## src/rtl/gray_ptr_sync_mc.sv

```systemverilog
// rtl/gray_ptr_sync_mc.sv - multi-channel Gray pointer synchroniser with level and error tracking
module gray_ptr_sync_mc #(
    parameter int ADDRSIZE = 4,
    parameter int STAGES   = 2,
    parameter int NCH      = 1,
    parameter int ERRW     = 8,
    localparam int P       = ADDRSIZE + 1
) (
    input  logic                 rclk,
    input  logic                 rrst_n,
    input  logic [NCH*P-1:0]     wptr,
    input  logic [NCH*P-1:0]     rptr_bin,
    input  logic                 clr_err,
    output logic [NCH*P-1:0]     rq_wptr,
    output logic [NCH*P-1:0]     rq_wptr_bin,
    output logic [NCH-1:0]       ptr_upd,
    output logic [NCH*P-1:0]     level,
    output logic [NCH-1:0]       gray_err,
    output logic [ERRW-1:0]      err_cnt
);

    localparam logic [ERRW-1:0] CNT_MAX = '1;

    generate
        if (STAGES < 2 || STAGES > 4) begin : g_bad_stages
            $error("gray_ptr_sync_mc: STAGES must be 2..4");
        end
        if (NCH < 1) begin : g_bad_nch
            $error("gray_ptr_sync_mc: NCH must be at least 1");
        end
    endgenerate

    // Synchroniser chain; stage 0 samples wptr directly and feeds only stage 1.
    logic [NCH*P-1:0] r_sync [STAGES];

    logic [NCH*P-1:0] r_level;
    logic [NCH-1:0]   r_ptr_upd;
    logic [NCH-1:0]   r_gray_err;
    logic [ERRW-1:0]  r_err_cnt;

    logic [NCH*P-1:0] w_rq_bin;
    logic [NCH-1:0]   w_chg;
    logic [NCH-1:0]   w_bad;

    function automatic logic [P-1:0] gray2bin(input logic [P-1:0] g);
        logic [P-1:0] b;
        b[P-1] = g[P-1];
        for (int i = P - 2; i >= 0; i--) begin
            b[i] = b[i+1] ^ g[i];
        end
        return b;
    endfunction

    // Shift every channel's Gray pointer one stage per read clock.
    always_ff @(posedge rclk or negedge rrst_n) begin
        if (!rrst_n) begin
            for (int s = 0; s < STAGES; s++) begin
                r_sync[s] <= '0;
            end
        end else begin
            r_sync[0] <= wptr;
            for (int s = 1; s < STAGES; s++) begin
                r_sync[s] <= r_sync[s-1];
            end
        end
    end

    assign rq_wptr = r_sync[STAGES-1];

    // Binary view of the synchronised pointer, plus next-update change and legality detection.
    always_comb begin
        w_rq_bin = '0;
        w_chg    = '0;
        w_bad    = '0;
        for (int c = 0; c < NCH; c++) begin
            w_rq_bin[c*P +: P] = gray2bin(rq_wptr[c*P +: P]);
            w_chg[c] = |(r_sync[STAGES-2][c*P +: P] ^ rq_wptr[c*P +: P]);
            w_bad[c] = $countones(r_sync[STAGES-2][c*P +: P] ^ rq_wptr[c*P +: P]) > 1;
        end
    end

    assign rq_wptr_bin = w_rq_bin;

    // Fill level is the modular distance from read to synchronised write pointer.
    always_ff @(posedge rclk or negedge rrst_n) begin
        if (!rrst_n) begin
            r_level <= '0;
        end else begin
            for (int c = 0; c < NCH; c++) begin
                r_level[c*P +: P] <= w_rq_bin[c*P +: P] - rptr_bin[c*P +: P];
            end
        end
    end

    // Update pulse is registered alongside the last stage so it aligns with the new rq_wptr.
    always_ff @(posedge rclk or negedge rrst_n) begin
        if (!rrst_n) begin
            r_ptr_upd <= '0;
        end else begin
            r_ptr_upd <= w_chg;
        end
    end

    // Sticky error flags and saturating error-cycle counter; a fresh error beats clr_err.
    always_ff @(posedge rclk or negedge rrst_n) begin
        if (!rrst_n) begin
            r_gray_err <= '0;
            r_err_cnt  <= '0;
        end else if (clr_err) begin
            r_gray_err <= w_bad;
            r_err_cnt  <= (|w_bad) ? ERRW'(1) : '0;
        end else begin
            r_gray_err <= r_gray_err | w_bad;
            if ((|w_bad) && (r_err_cnt != CNT_MAX)) begin
                r_err_cnt <= r_err_cnt + ERRW'(1);
            end
        end
    end

    assign level    = r_level;
    assign ptr_upd  = r_ptr_upd;
    assign gray_err = r_gray_err;
    assign err_cnt  = r_err_cnt;

endmodule

```

## config.mk

```make
export PLATFORM = sky130hd
export DESIGN_NAME = gray_ptr_sync_mc
export DESIGN_NICKNAME = d
export VERILOG_FILES = /design/src/rtl/gray_ptr_sync_mc.sv
export SDC_FILE = /design/constraint.sdc
export NUM_CORES = 1
export LEC_CHECK = 0
export ABC_AREA = 1
export CAP_MARGIN = 10
export CORE_MARGIN = 2
export CORE_UTILIZATION = 47
export DETAILED_ROUTE_END_ITERATION = 16
export PLACE_DENSITY = 0.85
export SLEW_MARGIN = 5
export SYNTH_ARGS = -nofsm -noshare
export SYNTH_HDL_FRONTEND = slang
export SYNTH_SLANG_ARGS = --single-unit
```

## constraint.sdc

```tcl
create_clock -name rclk -period 2.63 [get_ports rclk]
set_clock_uncertainty 0.15 [all_clocks]
set_input_delay 0.526 -clock rclk [delete_from_list [all_inputs] [get_ports rclk]]
set_output_delay 0.526 -clock rclk [all_outputs]
set_load 0.01 [all_outputs]
```

==> results of run 1 <==
==> worst paths after layout <==
check,startpoint,to,slack [ns],cells after the start
setup / recovery,rq_wptr[3],rq_wptr_bin[1],0.15,6
hold / removal,r_sync[5],rq_wptr[0],0.26,0
setup reg to reg,rq_wptr[3],err_cnt[5],0.21,10
hold reg to reg,r_sync[5],rq_wptr[0],0.26,0
max in group asynchronous,rrst_n,rq_wptr[4],1.68,2
min in group asynchronous,rrst_n,rq_wptr[0],0.40,2
==> what timing repair did <==
item / CTS / global route
setup buffers: 2 / 3
resized for setup: 1 / 2
endpoints found under the hold margin: 0 / 0
setup endpoints to repair: 1 / 2
pin swaps: 0 / 2
==> sequential cells by signal (all words and copies together) (netlist names) <==
signal    cells
err_cnt       8
level         5
r_sync        5
rq_wptr       5
gray_err      1
ptr_upd       1
==> final cells by class <==
type                    count  area (sq um)
flip-flops and latches     25           627
inverters                  19          71.3
repair buffers             43           418
multi-input cells         107           629
fillers                   211           971
clock buffers               4          26.3
well taps                  31          38.8
==> synthesized netlist by cell type <==
cell | count | share of area
nand4_1 | 1 | 0.0045
nand3b_1 | 1 | 0.0055
nand3_2 | 1 | 0.0073
xor2_1 | 6 | 0.038
xnor2_1 | 4 | 0.025
nand2_4 | 2 | 0.016
nor3_1 | 1 | 0.0036
nand2_2 | 3 | 0.014
buf_6 | 1 | 0.0082
o21ai_1 | 2 | 0.0073
inv_1 | 18 | 0.049
nand3_1 | 22 | 0.080
o21bai_1 | 1 | 0.0055
dfrtp_1 | 25 | 0.45
nor2_2 | 1 | 0.0045
nand2_1 | 40 | 0.11
buf_4 | 6 | 0.033
a21oi_1 | 3 | 0.011
or2_2 | 1 | 0.0045
nor2_1 | 9 | 0.025
ha_1 | 7 | 0.064
inv_2 | 1 | 0.0027
fa_1 | 2 | 0.029
==> cells by family (layout without fill, tap and decap cells) <==
family | Yosys count | count (layout)
compound gates | 6 | 6
simple gates | 82 | 82
fa+ha+maj | 9 | 9
buf+inv | 26 | 66
xor+xnor | 10 | 10
flops | 25 | 25
==> stage by stage <==
step                setup WS, ns   util  power, mW
finish                     0.147  0.651      0.967
global route              0.0170  0.651       1.03
CTS                       0.0341  0.640      0.970
detailed placement         0.280  0.625      0.802
global placement           0.374  0.625      0.785
floorplan                  0.471      -      0.643
==> metal layers <==
layer | GRT usage | wire length (um) | vias to the layer above
met5 | 0 | 0 | -
met4 | 0.0631 | 57 | 0
met3 | 0.0379 | 123 | 9
met2 | 0.297 | 1430 | 35
met1 | 0.227 | 1200 | 518
li1 | - | - | 570
==> power by group through the flow <==
stage | clock network, mW | logic, mW | registers [mW]
floorplan | 0 | 0.153 | 0.490
global placement | 0 | 0.312 | 0.473
detailed placement | 0 | 0.325 | 0.477
CTS | 0.171 | 0.332 | 0.467
global route | 0.189 | 0.368 | 0.473
finish | 0.163 | 0.336 | 0.468
==> flow_summary.json, run 1 <==
{
  "setup-tns-final_ns": 0,
  "yosys.area_share.xor_xnor": 0.0636,
  "ir_worst_vdd_mv": 0.479,
  "grt_pass1_wl_mm": 4.54,
  "worstSetupPathType": "register to primary output",
  "grt_usage": 0.177,
  "synth_area_sq_mm": 0.00138,
  "path_clk_slew_ns": 0.12,
  "ios": 38,
  "placed_cell_area_sq_mm": 0.00174,
  "drtPass1Iterations": 4,
  "start_util": 0.495,
  "drt-initial-drc-count": 27,
  "clockBufferDepth": 2,
  "fin_crit_ns": 2.48,
  "synth_cells": 158,
  "detail-route-antenna-nets": 0,
  "cp_slowest_cell": "clkdlybuf4s50_1",
  "syn-num-nets": 180,
  "crit_buf_inv": 2,
  "root_buffer": "clkbuf_4",
  "cts_tree": "built",
  "power.switching_uw": 304,
  "p_seq_frac": 0.484,
  "crit_fanout": 4,
  "fp-row-count": 19,
  "fin_nets": 221,
  "report.final.slew_viol_count": 0,
  "place.gp.congestion": 0.842,
  "fin_crit_sh": 0.944,
  "dp_cells": 220,
  "h-tree-depth": 1,
  "critPathRequiredTime_ns": 1.95,
  "place_hpwl_mm": 2.19,
  "final_cell_mix": "nand2_1, clkdlybuf4s50_1, dfrtp_1",
  "worstMarginPinSlew_ns": 0.400,
  "cts_made_buffers": 3,
  "path_cells": "inv_1 > nand2_1 > nand3_1 > nand3b_1 > nand2_4 > clkdlybuf4s50_1",
  "synth_seq_area_share": 0.454,
  "syn2layout_area_growth_pct": 31.4,
  "grt_pass1_vias": 1013,
  "muxShareOfSynthArea": 0,
  "synthSimpleGateAreaFrac": 0.273,
  "rsz0062_at_grt": "no",
  "grt_max_degree": 26,
  "crit_family": "buffers and inverters",
  "status": "finished, final reports clean",
  "fin_cells": 229,
  "powerDensity_mw_per_mm2": 534,
  "layout_commonest_cell": "nand2_1",
  "vias": 1132,
  "drt_wl_total_mm": 2.81,
  "cpPeakStageDelay_ns": 0.53,
  "drc": 0,
  "ys_ff_latch": 25,
  "antenna_found_initial": 0,
  "holdWs_ns": 0.260,
  "hold_viol": 0,
  "cp-start-kind": "register",
  "die_w_um": 58.1,
  "wl_per_cell_um": 12.3,
  "final_area_sq_mm": 0.00181,
  "cts.sinks": 25,
  "synthAdderAreaFrac": 0.0926,
  "overflow": 0,
  "drv_cap": 0,
  "cts_hold_buf": 0,
  "core-area_sq_mm": 0.00278,
  "synth_compound_area_frac": 0.0236,
  "die_y_um": 58.1,
  "drive_above_1_share": 0.0960,
  "pwr-share-clk": 0.169,
  "crit_arrival_ns": 1.81,
  "hold_class": "register to register",
  "synth_top_family_by_area": "simple AND/OR/NAND/NOR gates",
  "dieArea_sq_mm": 0.00338,
  "slew_headroom": 0.733,
  "vias_per_cell": 4.94,
  "numPortBuffers": 37,
  "diodes": 0,
  "synth_cell_types": 23,
  "swShare": 0.315,
  "cp-end-kind": "primary output",
  "insertion_delay_ns": 0.31,
  "yosysWarnings": 0,
  "pwr-share-comb": 0.347,
  "p_leak_nw": 0.889,
  "internal_power_uw": 662,
  "avgSynthCellArea_sq_um": 8.72,
  "setup_viol": 0,
  "max_freq_ghz": 0.403
}
No activity file was read; power rests on OpenSTA's default activity.
==> run 2, diff against run 1 <==
Settings changed: HOLD_SLACK_MARGIN set to 0.15, SKIP_CTS_REPAIR_TIMING set to 1.
==> flow_summary.json, run 2 (synthesis results as in run 1) <==
{
  "fin_nets": 220,
  "syn2layout_area_growth_pct": 30.6,
  "hold_viol": 0,
  "grt_usage": 0.178,
  "placed_cell_area_sq_mm": 0.00174,
  "h-tree-depth": 1,
  "setup-tns-final_ns": 0,
  "drt-initial-drc-count": 37,
  "holdWs_ns": 0.259,
  "crit_arrival_ns": 1.82,
  "crit_fanout": 7,
  "hold_class": "register to register",
  "place_hpwl_mm": 2.19,
  "drv_cap": 0,
  "clockBufferDepth": 2,
  "r2r.worst_path.cells": 10,
  "fin_crit_ns": 2.50,
  "path_cells": "inv_2 > nand2_1 > nand3_1 > nand3b_1 > nand2_2 > clkdlybuf4s50_1",
  "pwr-share-clk": 0.170,
  "core-area_sq_mm": 0.00278,
  "cp-end-kind": "primary output",
  "fp-row-count": 19,
  "grt_pass1_wl_mm": 4.53,
  "vias_per_cell": 4.93,
  "worstSetupPathType": "register to primary output",
  "reg2reg_from": "rq_wptr[3]",
  "fin_crit_sh": 0.950,
  "wl_per_cell_um": 12.4,
  "cp_slowest_cell": "clkdlybuf4s50_1",
  "post-place-ws_ns": 0.280,
  "dieArea_sq_mm": 0.00338,
  "insertion_delay_ns": 0.31,
  "root_buffer": "clkbuf_4",
  "status": "finished, final reports clean",
  "worstMarginPinSlew_ns": 0.400,
  "die_y_um": 58.1,
  "max_freq_ghz": 0.400,
  "layout_commonest_cell": "nand2_1",
  "cts.sinks": 25,
  "rsz0062_at_grt": "no",
  "powerDensity_mw_per_mm2": 537,
  "final_cell_mix": "nand2_1, clkdlybuf4s50_1, dfrtp_1",
  "antenna_found_initial": 0,
  "ir_worst_vdd_mv": 0.484,
  "final_util": 0.647,
  "endpoint": "rq_wptr_bin[1]",
  "p_seq_frac": 0.486,
  "numPortBuffers": 37,
  "die_w_um": 58.1,
  "place.gp.congestion": 0.842,
  "grt_pass1_vias": 1004,
  "report.final.slew_viol_count": 0,
  "r2r_slack_ns": 0.22,
  "critPathRequiredTime_ns": 1.95,
  "start_util": 0.495,
  "largest_register_ff_count": 8,
  "grt_max_degree": 26,
  "detail-route-antenna-nets": 0,
  "vias": 1124,
  "path_clk_slew_ns": 0.12,
  "p_leak_nw": 0.881,
  "cts_tree": "built",
  "cts_made_buffers": 3,
  "drt_wl_total_mm": 2.82,
  "startpoint": "rq_wptr[4]",
  "final_area_sq_mm": 0.00180,
  "diodes": 0,
  "power.switching_uw": 305,
  "swShare": 0.316,
  "overflow": 0,
  "drc": 0,
  "nFillCells": 213,
  "drtPass1Iterations": 4,
  "layout_setup_ws_ns": 0.131,
  "timing.rr.end": "err_cnt[5]",
  "drive_above_1_share": 0.0964,
  "setup_viol": 0,
  "ios": 38,
  "cpPeakStageDelay_ns": 0.54,
  "internal_power_uw": 661,
  "slew_headroom": 0.733,
  "pwr-share-comb": 0.344,
  "cp-start-kind": "register"
}
==> run 2: layout make-up <==
class                           instances  area [sq um]  share of cell area
Clock buffer                            4          26.3              0.0146
Timing Repair Buffer                   42           410               0.228
Sequential cell                        25           628               0.349
Multi-Input combinational cell        107           624               0.347
Tap cell                               31          38.8              0.0216
Inverter                               19          71.3              0.0396
==> run 2: through the flow <==
step	cells	total power, mW
2_1_floorplan	158	0.643
3_3_place_gp	220	0.785
3_5_place_dp	220	0.802
4_1_cts	224	0.967
5_1_grt	228	1.03
6_report	228	0.966
==> run 2: per-layer routing <==
metal,routed length [um],up-vias,track usage
met3,111,5,0.0379
li1,-,569,-
met5,0,-,0
met2,1420,31,0.300
met1,1250,519,0.225
met4,40,0,0.0631
==> run 2: power groups by stage <==
stage | Sequential, mW | Clock, mW | Combinational, mW
global placement | 0.473 | 0 | 0.312
floorplan | 0.490 | 0 | 0.153
finish | 0.469 | 0.165 | 0.332
detailed placement | 0.477 | 0 | 0.325
global route | 0.474 | 0.189 | 0.365
CTS | 0.469 | 0.171 | 0.328
==> run 2: worst max-delay path, delay by kind of cell (launching register included) <==
kind,cells,cell delay [ns]
buffers and inverters,2,0.61
and+or+nand+nor,4,0.42
DFF,1,0.48
==> run 2: how the worst min path moves through the flow <==
stage	slack (ns)	cells past startpoint	end	from
after global placement	0.23	0	rq_wptr[0]	r_sync[5]
after CTS	0.26	0	rq_wptr[0]	r_sync[5]
after global routing	0.27	0	rq_wptr[0]	r_sync[5]
after floorplan	0.08	0	err_cnt[0]	rrst_n
final	0.26	0	rq_wptr[0]	r_sync[5]
after detailed placement	0.23	0	rq_wptr[0]	r_sync[5]
==> run 3, diff against run 2 <==
Settings changed: SKIP_CTS_REPAIR_TIMING 1 to not set.
==> results of run 3 <==
Same layout as run 1: the final DEF is identical, and so are final timing and power.
